`src/rtl/neuron_wb_master.sv`:
```
// Single-outstanding Wishbone classic initiator bridging a valid/ready command port to a bus cycle.
// Optional bus timeout is built when NEURON_WB_MASTER_TIMEOUT_EN is defined.
module neuron_wb_master #(
    parameter int TIMEOUT_CYCLES = 255
) (
    input  logic        clk,
    input  logic        rst_n,
    input  logic        cmd_valid,
    output logic        cmd_ready,
    input  logic        cmd_we,
    input  logic [31:0] cmd_adr,
    input  logic [31:0] cmd_dat,
    input  logic [3:0]  cmd_sel,
    output logic        rsp_valid,
    input  logic        rsp_ready,
    output logic [31:0] rsp_dat,
    output logic        rsp_err,
    output logic        wbm_cyc_o,
    output logic        wbm_stb_o,
    output logic        wbm_we_o,
    output logic [31:0] wbm_adr_o,
    output logic [31:0] wbm_dat_o,
    output logic [3:0]  wbm_sel_o,
    input  logic [31:0] wbm_dat_i,
    input  logic        wbm_ack_i,
    output logic        busy
);

    typedef enum logic [1:0] {IDLE, BUS, RESP} state_t;

    state_t state;

    if (TIMEOUT_CYCLES < 1 || TIMEOUT_CYCLES > 65535) begin : g_bad_timeout
        $error("TIMEOUT_CYCLES must lie in 1..65535");
    end

`ifdef NEURON_WB_MASTER_TIMEOUT_EN
    localparam logic [15:0] TMO_LAST = 16'(TIMEOUT_CYCLES - 1);
    logic [15:0] tmo_cnt;
`else
    assign rsp_err = 1'b0;
`endif

    always_ff @(posedge clk or negedge rst_n) begin
        if (!rst_n) begin
            state     <= IDLE;
            cmd_ready <= 1'b1;
            busy      <= 1'b0;
            wbm_cyc_o <= 1'b0;
            wbm_stb_o <= 1'b0;
            wbm_we_o  <= 1'b0;
            wbm_adr_o <= '0;
            wbm_dat_o <= '0;
            wbm_sel_o <= '0;
            rsp_valid <= 1'b0;
            rsp_dat   <= '0;
`ifdef NEURON_WB_MASTER_TIMEOUT_EN
            rsp_err   <= 1'b0;
            tmo_cnt   <= '0;
`endif
        end else begin
            case (state)
                IDLE: begin
                    if (cmd_valid && cmd_ready) begin
                        wbm_we_o  <= cmd_we;
                        wbm_adr_o <= cmd_adr;
                        wbm_dat_o <= cmd_we ? cmd_dat : 32'h0;
                        wbm_sel_o <= cmd_sel;
                        wbm_cyc_o <= 1'b1;
                        wbm_stb_o <= 1'b1;
                        cmd_ready <= 1'b0;
                        busy      <= 1'b1;
`ifdef NEURON_WB_MASTER_TIMEOUT_EN
                        tmo_cnt   <= '0;
`endif
                        state     <= BUS;
                    end
                end
                BUS: begin
                    // An ack on the same edge as the timeout wins.
                    if (wbm_ack_i) begin
                        rsp_dat   <= wbm_we_o ? 32'h0 : wbm_dat_i;
`ifdef NEURON_WB_MASTER_TIMEOUT_EN
                        rsp_err   <= 1'b0;
`endif
                        rsp_valid <= 1'b1;
                        wbm_cyc_o <= 1'b0;
                        wbm_stb_o <= 1'b0;
                        state     <= RESP;
                    end
`ifdef NEURON_WB_MASTER_TIMEOUT_EN
                    else if (tmo_cnt == TMO_LAST) begin
                        rsp_dat   <= 32'h0;
                        rsp_err   <= 1'b1;
                        rsp_valid <= 1'b1;
                        wbm_cyc_o <= 1'b0;
                        wbm_stb_o <= 1'b0;
                        state     <= RESP;
                    end else begin
                        tmo_cnt <= tmo_cnt + 16'd1;
                    end
`endif
                end
                RESP: begin
                    if (rsp_ready) begin
                        rsp_valid <= 1'b0;
                        cmd_ready <= 1'b1;
                        busy      <= 1'b0;
                        state     <= IDLE;
                    end
                end
                default: begin
                    state     <= IDLE;
                    cmd_ready <= 1'b1;
                    busy      <= 1'b0;
                    wbm_cyc_o <= 1'b0;
                    wbm_stb_o <= 1'b0;
                    rsp_valid <= 1'b0;
                end
            endcase
        end
    end

endmodule

```
`config.mk`:
```
export PLATFORM = sky130hd
export DESIGN_NAME = neuron_wb_master
export DESIGN_NICKNAME = d
export VERILOG_FILES = /design/src/rtl/neuron_wb_master.sv
export SDC_FILE = /design/constraint.sdc
export NUM_CORES = 1
export LEC_CHECK = 0
export ABC_CLOCK_PERIOD_IN_PS = 4200
export CORE_UTILIZATION = 40
export DETAILED_ROUTE_END_ITERATION = 10
export PLACE_DENSITY_LB_ADDON = 0.2
export SLEW_MARGIN = 30
export SYNTH_ARGS = -nofsm -noshare
export SYNTH_HDL_FRONTEND = slang
export SYNTH_SLANG_ARGS = --single-unit
```
`constraint.sdc`:
```
create_clock -name clk -period 4.2 [get_ports clk]
set_input_delay 0.84 -clock clk [delete_from_list [all_inputs] [get_ports clk]]
set_output_delay 0.84 -clock clk [all_outputs]
set_load 0.05 [all_outputs]
```
==> results by group <==
Run status
  • Result of the run: completed

STA
  • Count of final setup violators: 0
  • Total count of hold-check failures in the final report: 0
  • Worst Tran Pin Value: 830 ps
  • Number of pins with negative max-slew slack in the final report: 0
  • Worst setup skew after layout: 13.2 ps
  • Crit share post-route: 72.4%
  • Headroom to the max-slew limit: 44.7%
  • Setup Total Neg Slack: 0 ps
  • Timing-limited maximum frequency: 329 MHz
  • Clock period minus worst slack: 3040 ps
  • RSZ-0062 raised after global routing: no
  • Hold Worst Slack: 489 ps

Die
  • Die Outline Area: 11100 µm²
  • X dimension of the die: 105 µm
  • Area inside the core boundary: 10300 µm²
  • Die span in y: 105 µm
  • Starting Density: 41.4%
  • FP Rows: 37
  • Number of top-level pins: 213

Layout
  • Antenna diodes: 0
  • Non-filler cells in the finished layout: 725
  • Final core utilization: 64.8%
  • Finished layout cell area: 6690 µm²
  • Fraction of final layout cells sized beyond drive strength 1: 10.9%
  • Layout Area Growth over Synthesis: 56.8%
  • Final #Nets: 690

Critical path
  • Reg-to-Reg End: wbm_adr_o[28]
  • Cell count of the worst reg-to-reg path: 3
  • Cells along the critical path: clkdlybuf4s50_1
  • Worst endpoint data arrival time: 2200 ps
  • Buffer and inverter count on the worst path: 1
  • Critical path required time: 3360 ps
  • Timing endpoint of the critical path: wbm_we_o
  • Crit-path max FO: 34
  • Worst setup path startpoint: wbm_we_o
  • Type of element launching the critical path: flip-flop
  • Worst path max stage delay: 940 ps
  • FF-to-FF setup slack: 2300 ps
  • Origin of the critical flop-to-flop path: cmd_ready
  • Worst Setup Path Type: reg -> out
  • Master of the slowest instance on the critical path: clkdlybuf4s50_1
  • Critical path depth: 1
  • Setup crit end kind: primary output
  • Largest delay share family, worst path: buffers and inverters

Detailed routing
  • DR WL met3: 601 µm
  • Number of vias after detailed routing: 3342
  • Wirelength per Cell: 14.2 µm
  • Total wire length after detailed routing: 10300 µm
  • Highest metal used: met4
  • DR vias/cell: 4.61
  • Wire length on met1: 4610 µm
  • Total iterations of the first detailed-routing run: 6
  • Initial drt markers: 143
  • DRC viols: 0
  • Residual antenna-violating net count after detailed routing: 0
  • Met2 wire length: 5000 µm

Clock tree
  • Maximum number of buffers from clock root to sink: 2
  • Post-CTS sizing: 0
  • Clock latency of the later-clocked register in the worst-skew pair: 360 ps
  • Clock transition at the register clock pins on the worst setup and hold paths after CTS: 100 ps
  • Number of buffers inserted during clock tree synthesis: 9
  • Root Buffer Master: clkbuf_8
  • CTS tree: built
  • Number of sinks handled by clock tree synthesis: 107
  • H-Tree Level Count: 3
  • Post-cts hold buffer count: 0
  • Setup fix buffers added after clock tree synthesis: 0

Logic synthesis
  • Most instantiated cells after synthesis: dfrtp_1 (106), nand2_1 (101), o21ai_0 (68), nand2b_1 (32), mux2_2 (24)
  • Area share of the leading cell type in the synthesized netlist: 62.1%
  • Most common flop cell mapped by yosys: dfrtp_1
  • Cell accounting for the most synthesized area: dfrtp_1
  • Mapped cell area: 4270 µm²
  • Asr flop ratio synth: 100%
  • Number of storage elements in the synthesis netlist: 107
  • Number of enable flip-flop cells after synthesis: 0
  • Warnings from Yosys: 0
  • Count of cell types in the netlist: 19
  • Cell count after synthesis: 383
  • Dominant cells by area after synthesis: dfrtp_1 (62%), nand2_1 (8.9%), o21ai_0 (8.0%)
  • Sequential share of the synthesized area: 62.7%
  • Post-synthesis average cell area: 11.1 µm²
  • Most instantiated library cell after synthesis: dfrtp_1
  • Post-synth net total: 489

Power
  • P_leak: 3.02 nW
  • Switching power of the nets: 1.86 mW
  • Part of the power in the clock network: 15.4%
  • Cell area power density: 632 nW/µm²
  • Internal power summed over all cells: 2.37 mW
  • Sequential power share: 35.3%
  • Maximum VDD drop: 0.309 mV
  • Sw frac: 44.0%
  • Share of power burned in combinational logic: 49.3%

Hold path
  • Worst hold path type: reg -> reg

GRT
  • Via count of the first global-routing pass: 3241
  • First-pass GRT wire length: 16200 µm
  • Maximum number of pins on one net before global-route repair: 78
  • Gr ovfl total: 0
  • Total global-route track usage: 18.7%
  • Antenna violations before repair: 0

Placement
  • Final weighted congestion in routability-driven placement: 0.742
  • Count of input and output buffers: 211
  • Post-detail-place hpwl: 7400 µm
  • Cell Count Post-Placement: 709
  • Area after detailed placement: 6480 µm²

Flow run
  • Total of max-cap violations: 0
## layer usage
layer  GRT usage (%)  up-vias
met3            4.08        5
met2            30.7      122
met5               0        -
met1            24.5     1570
met4            6.04        0
li1                -     1645
## worst register-to-register path: stages, from the launching register on
cell	delay, ps
dfstp_2	590
nand4bb_4	490
buf_4	420
mux2_4	310
## final cells by class
cell class | instances | area [µm²]
Clock buffer | 10 | 138
Clock inverter | 6 | 72.6
Fill cell | 788 | 3630
Inverter | 1 | 3.75
Multi-Input combinational cell | 247 | 1460
Sequential cell | 107 | 2680
Tap cell | 136 | 170
Timing Repair Buffer | 218 | 2170
## sequential cells by signal, summed over array words and instances (netlist names)
register,count
state,2
wbm_adr_o,32
wbm_sel_o,4
wbm_stb_o,1
rsp_dat,32
cmd_ready,1
wbm_dat_o,32
busy,1
wbm_we_o,1
rsp_valid,1
## kinds of logic after synthesis
logic type             after synthesis  synth area share [%]
muxes                               37                  10.9
and+or+nand+nor                    137                  14.2
DFF                                107                  62.7
buffers and inverters               29                  3.49
other                                1                0.0878
AOI/OAI and AO/OA                   72                  8.59
## worst min path at each step
stage,start,endpoint,slack (ps),cells after the start
6_report,rsp_dat[21],rsp_dat[21],490,2
5_1_grt,rsp_dat[23],rsp_dat[23],520,2
4_1_cts,rsp_dat[6],rsp_dat[6],490,2
3_5_place_dp,rsp_dat[6],rsp_dat[6],470,2
3_3_place_gp,rsp_dat[8],rsp_dat[8],460,2
2_1_floorplan,state[1],rsp_valid,500,1
## per-stage QoR
stage,power [mW],setup WS [ps]
2_1_floorplan,2.81,2440
3_3_place_gp,3.58,999
3_5_place_dp,3.61,1460
4_1_cts,4.27,1150
5_1_grt,4.43,1030
6_report,4.23,1160
## layout by cell type, fill, tap and decap left out
master	count
buf_12	1
buf_6	1
conb_1	1
buf_4	6
inv_1	1
clkinv_4	2
mux2_2	24
dfstp_2	1
nand2_1	101
nor2_1	2
nand3b_1	1
mux2_4	13
o21ai_0	68
dfrtp_1	106
o31ai_1	1
clkdlybuf4s50_1	209
a21oi_1	2
clkbuf_8	10
clkinv_2	1
nand2b_1	32
inv_6	1
buf_2	1
nand4bb_4	1
inv_8	1
bufinv_16	1
o22a_1	1
## power by group through the flow
stage / registers (mW) / logic, mW / clock network [mW]
after global routing: 1.54 / 2.17 / 0.717
final: 1.49 / 2.08 / 0.652
after detailed placement: 1.51 / 2.10 / 0
after global placement: 1.50 / 2.08 / 0
after floorplan: 2.49 / 0.318 / 0
after CTS: 1.49 / 2.10 / 0.672
Note: power is estimated with default switching activity, not from simulation.
